File: config.mk
export PLATFORM = sky130hd
export DESIGN_NAME = lab1_imul_mul_arbiter
export DESIGN_NICKNAME = d
export VERILOG_FILES = /design/src/rtl/lab1_imul_mul_arbiter.sv
export SDC_FILE = /design/constraint.sdc
export NUM_CORES = 1
export LEC_CHECK = 0
export ABC_AREA = 1
export BUFFER_PORTS_ARGS = -buffer_cell sky130_fd_sc_hd__buf_4
export CELL_PAD_IN_SITES_DETAIL_PLACEMENT = 1
export CELL_PAD_IN_SITES_GLOBAL_PLACEMENT = 1
export CORE_AREA = 10 10 151 153
export CTS_BUF_LIST = sky130_fd_sc_hd__clkbuf_16
export CTS_CLUSTER_DIAMETER = 30
export DETAILED_ROUTE_END_ITERATION = 8
export DIE_AREA = 0 0 161 163
export PLACE_DENSITY_LB_ADDON = 0.1
export RECOVER_POWER = 100
export SETUP_SLACK_MARGIN = 0.4
export SLEW_MARGIN = 20
export SYNTH_ARGS = -nofsm -noshare
export SYNTH_HDL_FRONTEND = slang
export SYNTH_SLANG_ARGS = --single-unit
File: constraint.sdc
create_clock -name i_clk -period 4.5 [get_ports i_clk]
set_input_delay 0.9 -clock i_clk [delete_from_list [all_inputs] [get_ports i_clk]]
set_output_delay 0.9 -clock i_clk [all_outputs]
set_load 0.02 [all_outputs]
File: src/rtl/lab1_imul_mul_arbiter.sv
// lab1_imul_mul_arbiter: round-robin sharing of one in-order multiplier among NREQ requesters
module lab1_imul_mul_arbiter #(
    parameter int NREQ = 4,
    parameter int MAX_OUT = 2,
    localparam int TW = $clog2(NREQ),
    localparam int OW = $clog2(MAX_OUT) + 1
) (
    input  logic               i_clk,
    input  logic               i_reset,
    input  logic [NREQ-1:0]    i_req_val,
    output logic [NREQ-1:0]    o_req_rdy,
    input  logic [NREQ*64-1:0] i_req_msg,
    output logic [NREQ-1:0]    o_resp_val,
    input  logic [NREQ-1:0]    i_resp_rdy,
    output logic [31:0]        o_resp_msg,
    output logic               o_mul_istream_val,
    input  logic               i_mul_istream_rdy,
    output logic [63:0]        o_mul_istream_msg,
    input  logic               i_mul_ostream_val,
    output logic               o_mul_ostream_rdy,
    input  logic [31:0]        i_mul_ostream_msg,
    output logic [OW-1:0]      o_outstanding
);
    localparam int AW = (MAX_OUT > 1) ? $clog2(MAX_OUT) : 1;
    localparam logic [AW-1:0] LAST = AW'(MAX_OUT - 1);
    localparam logic [TW-1:0] PLAST = TW'(NREQ - 1);
    localparam logic [OW-1:0] FULL = OW'(MAX_OUT);

    logic [TW-1:0]     r_ptr;
    logic [AW-1:0]     r_head;
    logic [AW-1:0]     r_tail;
    logic [OW-1:0]     r_count;
    logic [TW-1:0]     r_tags [MAX_OUT];
    logic [2*NREQ-1:0] w_rot;
    logic [TW-1:0]     w_gnt;
    logic              w_gnt_val;
    logic              w_full;
    logic              w_empty;
    logic              w_push;
    logic              w_pop;
    logic [TW-1:0]     w_tag;
    logic [NREQ-1:0]   w_gnt_oh;
    logic [NREQ-1:0]   w_tag_oh;

    // Rotate requests so offset 0 is the pointer; the smallest valid offset wins.
    always_comb begin
        w_rot = {i_req_val, i_req_val} >> r_ptr;
        w_gnt_val = 1'b0;
        w_gnt = '0;
        for (int k = NREQ - 1; k >= 0; k--) begin
            if (w_rot[k]) begin
                w_gnt_val = 1'b1;
                w_gnt = TW'((int'(r_ptr) + k) % NREQ);
            end
        end
    end

    assign w_full = r_count == FULL;
    assign w_empty = r_count == '0;
    assign w_tag = r_tags[r_head];
    assign w_gnt_oh = NREQ'(1) << w_gnt;
    assign w_tag_oh = NREQ'(1) << w_tag;

    // Requests go straight through; holding reset low silences every handshake output.
    assign o_mul_istream_val = i_reset && w_gnt_val && !w_full;
    assign o_mul_istream_msg = i_req_msg[64*w_gnt +: 64];
    assign w_push = o_mul_istream_val && i_mul_istream_rdy;
    assign o_req_rdy = w_push ? w_gnt_oh : '0;

    // Results are steered to the requester recorded at the tag FIFO head.
    assign o_resp_val = (i_reset && i_mul_ostream_val && !w_empty) ? w_tag_oh : '0;
    assign o_mul_ostream_rdy = i_reset && !w_empty && i_resp_rdy[w_tag];
    assign w_pop = o_mul_ostream_rdy && i_mul_ostream_val;
    assign o_resp_msg = i_mul_ostream_msg;
    assign o_outstanding = r_count;

    // Advance the round-robin pointer past each issued requester and track FIFO occupancy.
    always_ff @(posedge i_clk or negedge i_reset) begin
        if (!i_reset) begin
            r_ptr <= '0;
            r_head <= '0;
            r_tail <= '0;
            r_count <= '0;
        end else begin
            if (w_push) begin
                r_ptr <= (w_gnt == PLAST) ? '0 : w_gnt + 1'b1;
                r_tail <= (r_tail == LAST) ? '0 : r_tail + 1'b1;
            end
            if (w_pop) r_head <= (r_head == LAST) ? '0 : r_head + 1'b1;
            r_count <= (w_push && !w_pop) ? r_count + 1'b1 :
                       (w_pop && !w_push) ? r_count - 1'b1 : r_count;
        end
    end

    // Tag storage is unreset; only entries between head and tail are ever read.
    always_ff @(posedge i_clk) begin
        if (w_push) r_tags[r_tail] <= w_gnt;
    end
endmodule

# --- Word-level counts from Yosys, hierarchy flattened ---
# Memory sizes are Yosys's and may differ from the RTL's.
# Cells that the tools add are included.
totals:
  register_bits: 6
  ram_bits: 4
  memories: 1
memory_table:
  columns: ["memory", "words", "word_bits", "read_ports", "rd_ports_with_merged_regs", "wr", "line_no", "text"]
  rows:
  - ["r_tags", 2, 2, 1, 0, 1, "33", "logic [TW-1:0] r_tags [MAX_OUT];"]
op_classes:
  addsub: 8
  order_cmp: 1
  eq_ne: 2
  shift: 4
  mux: 19
  n_reduce_logical: 16
op_table:
  columns: ["cell", "count"]
  rows:
  - ["256-bit by 9-bit variable part select with 64-bit output", 1]
  - ["2-bit 2-to-1 mux", 7]
  - ["1-bit logical AND", 10]
  - ["1-bit 2-to-1 mux", 9]
  - ["4-bit 2-to-1 mux", 2]
  - ["1-bit by 2-bit left shift with 4-bit output, first input constant", 2]
  - ["8-bit by 2-bit >> shifter with 4-bit output", 1]
  - ["2-bit by 1-bit adder with 2-bit output, second input constant", 3]
  - ["2-bit adder, second input constant", 2]
  - ["2-bit == test, second input constant", 2]
  - ["1-bit logical NOT", 4]
  - ["2-bit by 3-bit < comparator with 1-bit output, second input constant", 1]
  - ["1-bit adder, second input constant", 2]
  - ["1-bit binary-select mux with 2-bit select", 1]
  - ["2-bit logical NOT", 1]
  - ["2-bit nonzero test", 1]
  - ["2-bit by 1-bit subtractor with 2-bit output, second input constant", 1]

# --- Longest topological paths before layout ---
depth:
  word_depth: 12
  mapped_depth: 15
  ltp_nobuf: 12

# --- Least setup slack after synthesis ---
# OpenSTA, ideal clock, no wires.
synth_timing:
  path_kind: "input to output"
  startpoint: "input port i_req_val[1]"
  endpoint: "output port o_req_rdy[2]"
  arrival_time_ns: 2.229
  required_time_ns: 3.600
  path_slack_ns: 1.371
  cell_stages: 14
  path_buffers: 2
  cell_sequence: "inv_1 -> nand2_1 -> nand3_1 -> nand2_1 -> nand2_1 -> nand2_1 -> nand2_2 -> nand2_2 -> buf_6 -> buf_6 -> inv_1 -> ha_1 -> inv_1 -> nor2_1"
synth_lines:
  columns: ["item", "line_no", "text"]
  rows:
  - ["from (decl)", "10", "input logic [NREQ-1:0] i_req_val,"]
  - ["8-bit by 2-bit >> shifter with 4-bit output (*)", "47", "w_rot = {i_req_val, i_req_val} >> r_ptr;"]
  - ["2-bit 2-to-1 mux (3 in a row)", "51", "if (w_rot[k]) begin"]
  - ["2-bit 2-to-1 mux (*)", "51", null]
  - ["net w_gnt[0]", "35", "logic [TW-1:0] w_gnt;"]
  - ["1-bit by 2-bit left shift with 4-bit output (*)", "61", "assign w_gnt_oh = NREQ'(1) << w_gnt;"]
  - ["4-bit 2-to-1 mux (*)", "68", "assign o_req_rdy = w_push ? w_gnt_oh : '0;"]
  - ["to (decl)", "11", "output logic [NREQ-1:0] o_req_rdy,"]
# The timed path passes the listed nets; every way through them passes the cells marked *.

# --- Final worst setup path ---
layout_timing:
  startpoint: "register r_ptr[0]"
  endpoint: "output port o_mul_istream_msg[32]"
layout_between:
  elab_chain_len: 6
layout_lines:
  columns: ["item", "line_no", "text"]
  rows:
  - ["from (decl)", "29", "logic [TW-1:0] r_ptr;"]
  - ["from (signal assigned)", "86", "r_ptr <= (w_gnt == PLAST) ? '0 : w_gnt + 1'b1;"]
  - ["2-bit adder or 8-bit by 2-bit >> shifter with 4-bit output (tied branches)", "53, 47", null]
  - ["2-bit 2-to-1 mux (3 in a row)", "51", null]
  - ["2-bit 2-to-1 mux (*)", "51", null]
  - ["256-bit by 9-bit variable part select with 64-bit output (*)", "66", "assign o_mul_istream_msg = i_req_msg[64*w_gnt +: 64];"]
  - ["to (decl)", "18", "output logic [63:0] o_mul_istream_msg,"]
# Every way passes the cells marked *; elsewhere a longest branch is shown, timed or not.

==> impl_metrics.toml <==
[clock_network]
cts_inserted_buffers = 3
clock_latency_ns = 0.24
cts_tree = "yes"
clk_path_buf_depth = 2
root_buffer = "clkbuf_16"
cts.reportedPaths.clkPinSlew_ns = 0.04
htreeDepth = 1
cts_sinks = 10
cts_hold_buffers = 0
postCtsSetupBuffers = 0
cts_resized = 0

[grt]
grt_pass1_wl_um = 36500
overflow = 0
grt_antenna_before_repair = 1
grt_pass1_vias = 6448
grt.total_usage_pct = 17.1
grt_max_degree = 129

[cells_and_area]
finalInstanceArea_mm2 = 0.00662
layoutNonFillerInstCount = 1450
nets = 1485
drive_gt1_share_pct = 24.9
area_growth_pct = 51.5

[placed_design]
place_area_mm2 = 0.00683
gp_congestion = 0.805
dp.cells = 1445
detailed_place_hpwl_um = 19000
port_buffers = 343

[yosys]
synth.distinct_cells = 24
synth-seq-area-share_pct = 6.18
synth_area_mm2 = 0.00437
syn_avg_cell_area_um2 = 4.80
synth.largest_area_cell = "nand3_1"
yosys-top-cells-area = "nand3_1, inv_1, nand2_1, buf_4, buf_2"
synth_fp_nets = 1216
syn_inst = 911
ys_warn_count = 0
ys_seq_elements = 10
yosys.area.top_type_share_pct = 30.6

[pwr]
power.leakage_uw = 0.00437
p_total_uw = 6000
p_per_area_mw_per_mm2 = 906
vdd_drop_max_uv = 518

[sta]
clock_skew_ns = 0.000829
finalMaxSlewViolations = 0
holdWs_ns = 0.513
min_period_ns = 3.81
grt_setup_unrepaired = "false"
setup_violations = 0
final_hold_viol_count = 0
max_clock_freq_ghz = 0.263
fin_crit_sh_pct = 84.6
relSlewSlack_pct = 52.8
tns_ns = 0
worst_pin_slew_ns = 0.709

[floorplan]
die_area_mm2 = 0.0262
die_h_um = 163
placementRows = 52
die_w_um = 161
ios = 408
core_mm2 = 0.0199
initial_core_util_pct = 22.0

[route]
initialDrtViolationCount = 279
firstDrtPassIters = 4
wl_per_cell_um = 16.5
postRouteAntennaNets = 0
wirelength_um = 23900
vias_per_cell = 4.29
drcViolationCount = 0
vias = 6225

[setup_path]
start_kind = "register"
path_class = "reg2out"
worstPathRequired_ns = 3.60
cp_data_arrival_time_ns = 2.91
worstPathMaxFanout = 128
cp-end-kind = "output port"

[run_status]
outcome = "complete, no violations"

[flow_run]
max-cap-violations = 0

[hold_path]
worstHoldPathType = "reg2reg"
[sequential cells by signal, indices dropped and copies added, names as in the netlist]
signal,flops
r_tail,1
r_head,1
r_tags,4
o_outstanding,2
r_ptr,2
[worst paths after layout]
| kind | start | end | slack, ns | cells past startpoint |
|---|---|---|---|---|
| worst max-delay path | r_ptr[0] | o_mul_istream_msg[32] | 0.69 | 11 |
| worst min-delay path | o_outstanding[0] | o_outstanding[0] | 0.51 | 1 |
| worst max register to register | r_ptr[0] | o_outstanding[1] | 1.94 | 12 |
| worst min register to register | o_outstanding[0] | o_outstanding[0] | 0.51 | 1 |
| max in group asynchronous | i_reset | r_ptr[1] | 3.65 | 1 |
| min in group asynchronous | i_reset | r_tail | 0.57 | 1 |
[critical path, cell delays in order (launching register included)]
cell and delay (ns):
dfrtp_1 0.55, clkinvlp_2 0.30, nand2_1 0.17, nand3_1 0.11, nand2_1 0.09, nand2_1 0.07, nand3_1 0.19, buf_12 0.41
nand3_1 0.16, nand3_1 0.15, nand2_1 0.06, clkbuf_1 0.18
[cells in the mapped netlist]
master / number
dfrtp_1: 6
a21boi_0: 1
nand2_1: 224
nand4_1: 1
ha_1: 5
nor2_1: 10
nand3_1: 267
inv_2: 3
nor3_1: 3
buf_4: 36
o21ai_1: 1
buf_6: 11
edfxtp_1: 4
inv_4: 1
nand3_2: 1
o21ai_0: 6
xor2_1: 1
buf_2: 42
a21oi_1: 1
inv_1: 276
nand2_2: 3
xnor2_1: 3
and2_1: 2
nand3b_1: 3
[stage by stage]
stage / worst slack (ns) / utilization [%]
5_1_grt: 0.383 / 33.3
3_5_place_dp: 0.909 / 34.3
6_report: 0.694 / 33.3
2_1_floorplan: 1.37 / -
3_3_place_gp: 0.903 / 34.3
4_1_cts: 0.904 / 34.7
[power breakdown]
group          total (uW)  switching (uW)  internal [uW]
combinational        5650            4010           1640
clock                 158            41.4            116
sequential            188            43.3            144
total                6000            4100           1900
[final cells by class]
type                    instances  area [um^2]
multi-input cells             532         2440
flip-flops and latches         10          270
clock buffers                   3         75.1
clock inverters                 1         3.75
fillers                      2866        13300
well taps                     270          338
repair buffers                353         2440
inverters                     280         1050
diodes                          1         2.50
[cells by family after synthesis]
logic type                 synth area share [%]
buffers and inverters                      37.9
xor gates and xnor gates                  0.801
AOI/OAI and AO/OA                          1.09
adders and majority gates                  1.43
DFF                                        6.18
and+or+nand+nor                            52.6
[routing by layer]
layer,GRT usage [%],routed length [um]
met5,0,0
met4,3.10,350
met3,6.77,2390
met2,30.0,11700
met1,19.3,9460
[cells in the final DEF (no fill, tap or decap), drive strengths merged, types with 2 or more instances in the layout]
cell,count
dfrtp,6
and2,2
edfxtp,4
nor3,3
xnor2,3
ha,5
inv,279
o21ai,7
clkbuf,73
nor2,10
nand3,268
buf,283
nand2,227
nand3b,3
Note: power is estimated with default switching activity, not from simulation.
